## src/rtl/alu_packet_assembler_pkg.sv

```systemverilog
// Shared types and constants for the ALU packet assembler: FSM state encoding,
// recognised opcodes and header/word geometry.
package alu_packet_assembler_pkg;

   typedef enum logic [2:0] {
      ST_OPC,
      ST_RSV,
      ST_LEN_LO,
      ST_LEN_HI,
      ST_COLLECT,
      ST_DROP,
      ST_ISSUE,
      ST_SETTLE
   } asm_state_e;

   localparam logic [7:0] OP_ECHO    = 8'hEC;
   localparam logic [7:0] OP_ADD     = 8'hAD;
   localparam int         HDR_BYTES  = 4;
   localparam int         WORD_BYTES = 4;

   function automatic logic is_known_op(input logic [7:0] op);
      return (op == OP_ECHO) || (op == OP_ADD);
   endfunction

endpackage

```

## src/rtl/alu_packet_assembler_word_packer.sv

```systemverilog
// Little-endian byte-to-word packer. word_o/fill_o/complete_o already include the
// byte presented this cycle, so the owner can capture a finished word on the same edge.
module word_packer
   import alu_packet_assembler_pkg::*;
(
   input  logic        clk,
   input  logic        rst,
   input  logic        clear_i,
   input  logic        accept_i,
   input  logic [7:0]  byte_i,
   output logic [31:0] word_o,
   output logic [1:0]  fill_o,
   output logic        complete_o
);

   logic [31:0] word_q;
   logic [2:0]  fill_q;
   logic [2:0]  fill_d;

   always_comb begin
      word_o = word_q;
      fill_d = fill_q;
      if (accept_i) begin
         word_o = word_q | ({24'd0, byte_i} << {fill_q[1:0], 3'b000});
         fill_d = fill_q + 3'd1;
      end
   end

   assign fill_o     = fill_d[1:0];
   assign complete_o = (fill_d == 3'(WORD_BYTES));

   always_ff @(posedge clk) begin
      if (rst || clear_i) begin
         word_q <= '0;
         fill_q <= '0;
      end else begin
         word_q <= word_o;
         fill_q <= fill_d;
      end
   end

endmodule

```

## src/rtl/alu_packet_assembler.sv

```systemverilog
// Parses UART packets (opcode, reserved, 16-bit LE length) and issues payload words to the ALU.
// Optional idle timeout is enabled by defining ALU_ASM_TIMEOUT_EN.
module alu_packet_assembler
   import alu_packet_assembler_pkg::*;
#(
   parameter int                LEN_W          = 16,
   parameter logic [LEN_W-1:0]  MAX_LEN        = LEN_W'(1024),
   parameter logic [31:0]       TIMEOUT_CYCLES = 32'd1_000_000
) (
   input  logic        clk,
   input  logic        rst,
   input  logic [7:0]  rx_data_i,
   input  logic        rx_valid_i,
   output logic        rx_ready_o,
   input  logic        alu_busy_i,
   output logic [7:0]  opcode_o,
   output logic [32:0] data1_o,
   output logic        data1_valid_o,
   output logic [32:0] data2_o,
   output logic        data2_valid_o,
   output logic [1:0]  top_byte_o,
   output logic        start_alu_o,
   output logic        pkt_done_o,
   output logic        err_o
);

   localparam logic [LEN_W-1:0] HDR_LEN = LEN_W'(HDR_BYTES);

   asm_state_e       state_q;
   logic [7:0]       opcode_q;
   logic [7:0]       len_lo_q;
   logic [LEN_W-1:0] remaining_q;
   logic [31:0]      data1_q;
   logic [31:0]      data2_q;
   logic             data1_valid_q;
   logic             data2_valid_q;
   logic             second_word_q;
   logic [1:0]       top_byte_q;
   logic             done_q;
   logic             err_q;

   logic             accept;
   logic             last_byte;
   logic             word_end;
   logic             timeout;
   logic [LEN_W-1:0] len_raw;
   logic [LEN_W-1:0] len_clamped;
   logic             pk_accept;
   logic             pk_clear;
   logic [31:0]      pk_word;
   logic [1:0]       pk_fill;
   logic             pk_complete;

   assign rx_ready_o = !rst && (state_q inside {ST_OPC, ST_RSV, ST_LEN_LO, ST_LEN_HI,
                                                ST_COLLECT, ST_DROP});
   assign start_alu_o = !rst && (state_q == ST_ISSUE) && !alu_busy_i;
   assign accept      = rx_valid_i && rx_ready_o;

   assign len_raw     = LEN_W'({rx_data_i, len_lo_q});
   assign len_clamped = (len_raw > MAX_LEN) ? MAX_LEN : len_raw;
   assign last_byte   = (remaining_q == LEN_W'(1));
   assign pk_accept   = accept && (state_q == ST_COLLECT);
   assign word_end    = pk_complete || last_byte;
   assign pk_clear    = (pk_accept && word_end) || timeout ||
                        (accept && (state_q == ST_LEN_HI));

   word_packer u_word_packer (
      .clk        (clk),
      .rst        (rst),
      .clear_i    (pk_clear),
      .accept_i   (pk_accept),
      .byte_i     (rx_data_i),
      .word_o     (pk_word),
      .fill_o     (pk_fill),
      .complete_o (pk_complete)
   );

`ifdef ALU_ASM_TIMEOUT_EN
   logic [31:0] idle_q;
   logic        counting;

   assign counting = state_q inside {ST_RSV, ST_LEN_LO, ST_LEN_HI, ST_COLLECT, ST_DROP};
   assign timeout  = counting && !accept && (idle_q >= TIMEOUT_CYCLES - 32'd1);

   always_ff @(posedge clk) begin
      if (rst || accept || !counting || timeout) begin
         idle_q <= '0;
      end else begin
         idle_q <= idle_q + 32'd1;
      end
   end
`else
   logic unused_timeout_cfg;
   assign unused_timeout_cfg = ^TIMEOUT_CYCLES;
   assign timeout            = 1'b0;
`endif

   // Packet FSM; data/valid/top_byte registers only change while collecting, so they
   // hold steady from the start strobe until the next group begins.
   always_ff @(posedge clk) begin
      if (rst) begin
         state_q       <= ST_OPC;
         opcode_q      <= '0;
         len_lo_q      <= '0;
         remaining_q   <= '0;
         data1_q       <= '0;
         data2_q       <= '0;
         data1_valid_q <= 1'b0;
         data2_valid_q <= 1'b0;
         second_word_q <= 1'b0;
         top_byte_q    <= '0;
         done_q        <= 1'b0;
         err_q         <= 1'b0;
      end else begin
         done_q <= 1'b0;
         err_q  <= 1'b0;
         if (timeout) begin
            err_q         <= 1'b1;
            second_word_q <= 1'b0;
            state_q       <= ST_OPC;
         end else begin
            unique case (state_q)
               ST_OPC: if (accept) begin
                  opcode_q <= rx_data_i;
                  state_q  <= ST_RSV;
               end
               ST_RSV: if (accept) state_q <= ST_LEN_LO;
               ST_LEN_LO: if (accept) begin
                  len_lo_q <= rx_data_i;
                  state_q  <= ST_LEN_HI;
               end
               ST_LEN_HI: if (accept) begin
                  second_word_q <= 1'b0;
                  if (len_raw < HDR_LEN) begin
                     err_q   <= 1'b1;
                     state_q <= ST_OPC;
                  end else begin
                     if (len_raw > MAX_LEN) err_q <= 1'b1;
                     remaining_q <= len_clamped - HDR_LEN;
                     if (len_clamped == HDR_LEN) begin
                        done_q  <= 1'b1;
                        state_q <= ST_OPC;
                     end else if (!is_known_op(opcode_q)) begin
                        err_q   <= 1'b1;
                        state_q <= ST_DROP;
                     end else begin
                        state_q <= ST_COLLECT;
                     end
                  end
               end
               ST_COLLECT: if (accept) begin
                  remaining_q <= remaining_q - LEN_W'(1);
                  if (!second_word_q) begin
                     data1_valid_q <= 1'b0;
                     data2_valid_q <= 1'b0;
                  end
                  if (word_end) begin
                     if (!second_word_q) begin
                        data1_q       <= pk_word;
                        data1_valid_q <= 1'b1;
                     end else begin
                        data2_q       <= pk_word;
                        data2_valid_q <= 1'b1;
                     end
                     if ((opcode_q == OP_ADD) && !second_word_q && !last_byte) begin
                        second_word_q <= 1'b1;
                     end else begin
                        second_word_q <= 1'b0;
                        top_byte_q    <= last_byte ? pk_fill : 2'd0;
                        state_q       <= ST_ISSUE;
                     end
                  end
               end
               ST_DROP: if (accept) begin
                  remaining_q <= remaining_q - LEN_W'(1);
                  if (last_byte) begin
                     done_q  <= 1'b1;
                     state_q <= ST_OPC;
                  end
               end
               ST_ISSUE: if (!alu_busy_i) state_q <= ST_SETTLE;
               ST_SETTLE: begin
                  if (remaining_q != '0) begin
                     state_q <= ST_COLLECT;
                  end else begin
                     done_q  <= 1'b1;
                     state_q <= ST_OPC;
                  end
               end
               default: state_q <= ST_OPC;
            endcase
         end
      end
   end

   assign opcode_o      = opcode_q;
   assign data1_o       = {1'b0, data1_q};
   assign data2_o       = {1'b0, data2_q};
   assign data1_valid_o = data1_valid_q;
   assign data2_valid_o = data2_valid_q;
   assign top_byte_o    = top_byte_q;
   assign pkt_done_o    = done_q;
   assign err_o         = err_q;

endmodule

```

## config.mk

```make
export PLATFORM = sky130hd
export DESIGN_NAME = alu_packet_assembler
export DESIGN_NICKNAME = d
export VERILOG_FILES = /design/src/rtl/alu_packet_assembler_pkg.sv /design/src/rtl/alu_packet_assembler_word_packer.sv /design/src/rtl/alu_packet_assembler.sv
export SDC_FILE = /design/constraint.sdc
export NUM_CORES = 1
export LEC_CHECK = 0
export CORE_ASPECT_RATIO = 0.5
export CORE_UTILIZATION = 45
export DETAILED_ROUTE_END_ITERATION = 16
export PLACE_DENSITY = 0.71
export SYNTH_ARGS = -nofsm -noshare
export SYNTH_HDL_FRONTEND = slang
export SYNTH_HIERARCHICAL = 1
export SYNTH_SLANG_ARGS = --single-unit
```

## constraint.sdc

```tcl
create_clock -name clk -period 3.98 [get_ports clk]
set_clock_uncertainty 0.1 [all_clocks]
set_input_delay 1.194 -clock clk [delete_from_list [all_inputs] [get_ports clk]]
set_output_delay 1.194 -clock clk [all_outputs]
set_load 0.03 [all_outputs]
```

Word level (Yosys, flattened, before mapping) --
Index checks and enable logic that the tools add are counted.
Operators by class: add/subtract/negate cells 3, $lt $le $gt $ge 2, eq/ne operators 24, shift-type cells 1, mux-type cells 45, bitwise logic cells 5, reductions and logical operators 33
Operators with widths (number):
- 2-to-1 mux 16 bit | 4
- 2-to-1 mux 3 bit | 14
- 2-to-1 mux 32 bit | 1
- bitwise OR 32 bit | 1
- one-hot mux 16 bit (2 select lines) | 1
- << shifter 8 x 5 -> 32 bit | 1
- one-hot mux 3 bit (8 select lines) | 1
- inequality test 2 bit (second input constant) | 11
- 2-to-1 mux 1 bit | 21
- AND reduction 4 bit | 5
- == test 16 x 1 -> 1 bit (second input constant) | 1
- == test 16 x 3 -> 1 bit (second input constant) | 1
- == test 8 bit (second input constant) | 2
- greater-than comparator 16 x 11 -> 1 bit (second input constant) | 1
- less-than comparator 16 x 3 -> 1 bit (second input constant) | 1
- nonzero test 16 bit | 1
- subtractor 16 x 1 -> 16 bit (second input constant) | 1
- subtractor 16 x 3 -> 16 bit (second input constant) | 1
- == test 3 bit (second input constant) | 5
- AND reduction 10 bit | 1
- logical AND 1 bit | 9
- == test 3 x 2 -> 1 bit (second input constant) | 2
- AND reduction 2 bit | 3
- nonzero test 6 bit | 1
- 13 further kinds | 23
Storage, ports and cells: bits in registers 141, input bits 12, output and inout port bits 82, word-level logic and storage cells 127

Depth between registers and ports, before layout --
Gate-level depths: netlist of the first run.
depth after elaboration 11, mapped depth 16, depth with buffers taken out 9

By module --
The synthesis of the first run kept the hierarchy.
By module, submodules not included:
- alu_packet_assembler | times used 1, cells each 619, area an instance 4947.2 µm², seq. area each 2122.0 µm²
- word_packer | times used 1, cells each 184, area an instance 1561.5 µm², seq. area each 700.7 µm²

Worst setup path after synthesis of the first run --
No wires, ideal clock.
kind input to register, start in rx_valid_i, end reg u_word_packer.word_q[24], setup time 0.121 ns, arrival time 3.803 ns, data required time 3.759 ns, path slack -0.044 ns, cell stages on the path 16, buffers on the path 7, cells stage by stage nor4bb_1 -> buf_2 -> nand2b_1 -> inv_1 -> buf_2 -> buf_2 -> nand2_1 -> o31ai_1 -> a31oi_1 -> clkbuf_1 -> clkbuf_1 -> o21ai_0 -> or2_2 -> buf_2 -> buf_2 -> nor2_1
Between the ends: longest elaborated chain between the ends 8, elaborated cells between the ends (all ways) 10, classes of those cells eq/ne (1); mux (2); reduce/logical (7)
RTL lines:
- start: declaration | line alu_packet_assembler.sv:13 | input logic rx_valid_i,
- logical AND 1 bit | line alu_packet_assembler.sv:57 | assign accept = rx_valid_i && rx_ready_o;
- logical AND 1 bit | line alu_packet_assembler.sv:62 | assign pk_accept = accept && (state_q == ST_COLLECT);
- named net pk_accept | line alu_packet_assembler.sv:48 | logic pk_accept;
- 2-to-1 mux 3 bit | line alu_packet_assembler_word_packer.sv:23 | if (accept_i) begin
- == test 3 bit | line alu_packet_assembler_word_packer.sv:30 | assign complete_o = (fill_d == 3'(WORD_BYTES));
- named net pk_complete | line alu_packet_assembler.sv:52 | logic pk_complete;
- logical OR 1 bit | line alu_packet_assembler.sv:63 | assign word_end = pk_complete || last_byte;
- logical AND 1 bit | line alu_packet_assembler.sv:64 | assign pk_clear = (pk_accept && word_end) || timeout ||
- logical OR 1 bit | line alu_packet_assembler.sv:64
- named net pk_clear | line alu_packet_assembler.sv:49 | logic pk_clear;
- logical OR 1 bit | line alu_packet_assembler_word_packer.sv:33 | if (rst || clear_i) begin
- end signal: assignment | line alu_packet_assembler_word_packer.sv:37 | word_q <= word_o;
- end: declaration | line alu_packet_assembler_word_packer.sv:16 | logic [31:0] word_q;
The timed path passes the listed nets, and every way through them passes these cells. A chain may end at the register's enable or synchronous reset.

Worst setup path after layout of the first run --
start in rst, end out rx_ready_o
Between the ends: longest elaborated chain between the ends 2
RTL lines:
- start: declaration | line alu_packet_assembler.sv:11 | input logic rst,
- zero test 1 bit | line alu_packet_assembler.sv:54 | assign rx_ready_o = !rst && (state_q inside {ST_OPC, ST_RSV, ST_LEN_LO, ST_LEN_HI,
- logical AND 1 bit | line alu_packet_assembler.sv:54
- end: declaration | line alu_packet_assembler.sv:14 | output logic rx_ready_o,
Every way passes these cells.

==> out/qor.txt, run 1 <==
Post-Synth Adder-Cell Area: 0.961%
Post-synth ARST share: 0%
max_cap viols: 0
share of cells above drive strength 1: 10.3%
Die ar.: 15000 sq um
synth-to-layout area growth: 27.3%
Synth cell types: 59
Synth Area in XOR/XNOR: 0.538%
global-route wire length before repair: 29.7 mm
Data arrival, critical path: 2.21 ns
Die Span Y: 87.0 um
kind of end point of the critical path: output port
Slew Limit Fails: 0
Post-synth EDFFs: 0
largest net degree at the start of global routing: 89
Area contributors post-synth: dfxtp_1 (43%), a21oi_1 (9.3%), nand3_1 (6.2%), o21ai_0 (5.5%), nand2_1 (3.2%)
Worst Max-Slew Pin Slew: 1.17 ns
top_reg_cell synth: dfxtp_1
clock sink count: 141
final setup violation count: 0
Num CTS Buffers: 17
Multi-input gate area: 3210 sq um
CP max stage cell: clkdlybuf4s50_1
vias in the first global route: 5863
CTS Hold Bufs: 0
clock buffer depth: 2
Hold/Removal Path Class: reg -> reg
row count: 30
final net count: 900
status: finished, final reports clean
Max Fclk: 0.285 GHz
Peak VDD IR: 0.000303 V
# fillers: 1227
Startpoint Class: primary input
Register Area: 2820 sq um
total power: 3.21 mW
post-route ant nets: 0
design area: 8290 sq um
WS Path Type: in -> out
antenna violations before repair: 0
H-tree depth: 4
Initial Util: 47.1%
min cycle time layout: 3.51 ns
CTS root buffer: clkbuf_16
I/O pin total: 94
share of the synthesized area in the top cell type: 43.4%
unrepaired setup endpoints after global routing: no
Post-Synth Simple-Gate Area: 22.9%
Mapped Area: 6510 sq um
Slew Limit Headroom: 22.1%
most numerous cell in the Yosys netlist: dfxtp_1
Cell Area, Placed: 7690 sq um
Mapped Cells: 803
Synth Register Bits: 141
CP max FO: 24
sequential area share after synthesis: 43.4%
Final Util: 60.0%
Placer Congestion: 0.893
DR vias: 6308
post-DR vias/cell: 5.80
post-synthesis mux area share: 1.88%
Static Leak: 2.95 nW
worst skew pair latency: 0.42 ns
CP required: 2.69 ns
GRT Util Overall: 25.2%
# resized after CTS: 0
Port-buffer cells: 91
drt pass-1 iters: 5
most frequent cells after synthesis: dfxtp_1 (141), a21oi_1 (121), nand3_1 (81)
dpl hpwl: 11.9 mm
crit-path cells: buf_4, a21oi_1, clkdlybuf4s50_1
Fin Hold WS: 0.351 ns
most area-hungry cell type in the Yosys netlist: dfxtp_1
clock slew at reported path FFs: 0.07 ns
WL final: 18.3 mm
wire per inst: 16.8 um
final hold vios: 0
compound-cell area share of the yosys netlist: 22.4%
n_diodes: 0
Post-Syn Area per Cell: 8.11 sq um
DR iter-0 viols: 708
CP peak stage delay: 0.69 ns
Core Area: 13800 sq um
Die W: 172 um
GRT overflow: 0
cell area power density: 387 nW/um^2
postcts setup bufs: 0
CTS tree: built
main combinational cell family by area after synthesis: simple AND/OR/NAND/NOR gates
Syn. warnings: 6
fin crit share: 88.2%
Post-Route Setup TNS: 0 ns
Remaining DRCs: 0
[per-stage QoR]
step           setup WS (ns)  instances
2_1_floorplan         0.0504        804
3_3_place_gp           0.179       1056
3_5_place_dp           0.109       1056
4_1_cts                0.466       1088
5_1_grt                0.347       1088
6_report               0.471       1088
[report_power, final]
part / internal (mW) / switching, mW
Sequential: 1.42 / 0.0163
Clock: 0.899 / 0.716
Combinational: 0.0588 / 0.0977
Total: 2.38 / 0.830
[cell usage in the layout, fill, tap and decap left out, types with 3 or more instances in the layout]
cell,instances
a211oi_1,8
a21oi_1,121
a31oi_1,7
a41oi_1,8
and2_1,4
buf_12,5
buf_4,39
clkbuf_16,17
clkdlybuf4s50_1,89
dfxtp_1,141
ha_1,5
inv_1,36
inv_8,7
mux2i_1,10
nand2_1,55
nand2b_1,9
nand3_1,81
nand4_1,5
nand4b_1,19
nand4bb_1,8
nor2_1,37
nor2b_1,3
nor3_1,12
nor4_1,8
nor4b_1,3
nor4bb_1,3
o211ai_1,6
o21ai_0,72
o21ai_1,9
o22ai_1,4
o31ai_1,6
or2_2,4
or3_1,7
or4_1,6
[path summary, 6_finish.rpt]
check | from | endpoint | slack (ns) | cells past startpoint
setup reg to reg | state_q[1]$_SDFFE_PP0P_ | data2_q[6]$_SDFFE_PP0P_ | 1.08 | 10
hold / removal | u_word_packer/word_q[22]$_SDFF_PP0_ | u_word_packer/word_q[22]$_SDFF_PP0_ | 0.35 | 2
setup / recovery | rst | rx_ready_o | 0.47 | 3
hold reg to reg | u_word_packer/word_q[22]$_SDFF_PP0_ | u_word_packer/word_q[22]$_SDFF_PP0_ | 0.35 | 2
[layout make-up]
| cell class | count | area share, % |
|---|---|---|
| clock buffers | 17 | 5.13 |
| clock inverters | 15 | 2.08 |
| inverters | 36 | 1.63 |
| multi-input cells | 554 | 38.7 |
| flip-flops and latches | 141 | 34.1 |
| well taps | 192 | 2.90 |
| repair buffers | 133 | 15.5 |
[registers in the layout, indices dropped and copies added (netlist names), named ones only]
signal / cells
err_o: 1
len_lo_q: 8
remaining_q: 16
opcode_o: 8
data1_q: 32
data2_valid_o: 1
u_word_packer/word_q: 32
state_q: 3
data2_q: 32
pkt_done_o: 1
second_word_q: 1
u_word_packer/fill_q: 3
top_byte_o: 2
[cell families (layout without fill, tap and decap cells)]
group / count (synthesis) / count (layout)
flops: 141 / 141
compound gates: 259 / 259
simple gates: 272 / 272
buf+inv: 109 / 201
fa+ha+maj: 5 / 5
mux: 12 / 12
xor+xnor: 4 / 4
other cells: 1 / 2
[layer usage]
| layer | global-route usage [%] | vias up | part of all wire, % |
|---|---|---|---|
| met5 | 0 | - | 0 |
| met4 | 7.72 | 0 | 1.3 |
| met3 | 4.77 | 25 | 5.0 |
| met2 | 40.5 | 165 | 46 |
| met1 | 34.4 | 3059 | 47 |
| li1 | - | 3059 | - |
[worst max-delay path: cells and delay by family]
| kind | cells | cell delay, ns |
|---|---|---|
| AO/OA/AOI/OAI | 1 | 0.14 |
| buffers and inverters | 2 | 0.89 |
(Power assumes the default switching activity.)
==> inputs of run 2 (changes only) <==
- ABC_AREA: default -> 0
==> results of run 2 <==
The final DEF is identical to that of run 1; final timing and power are the same.
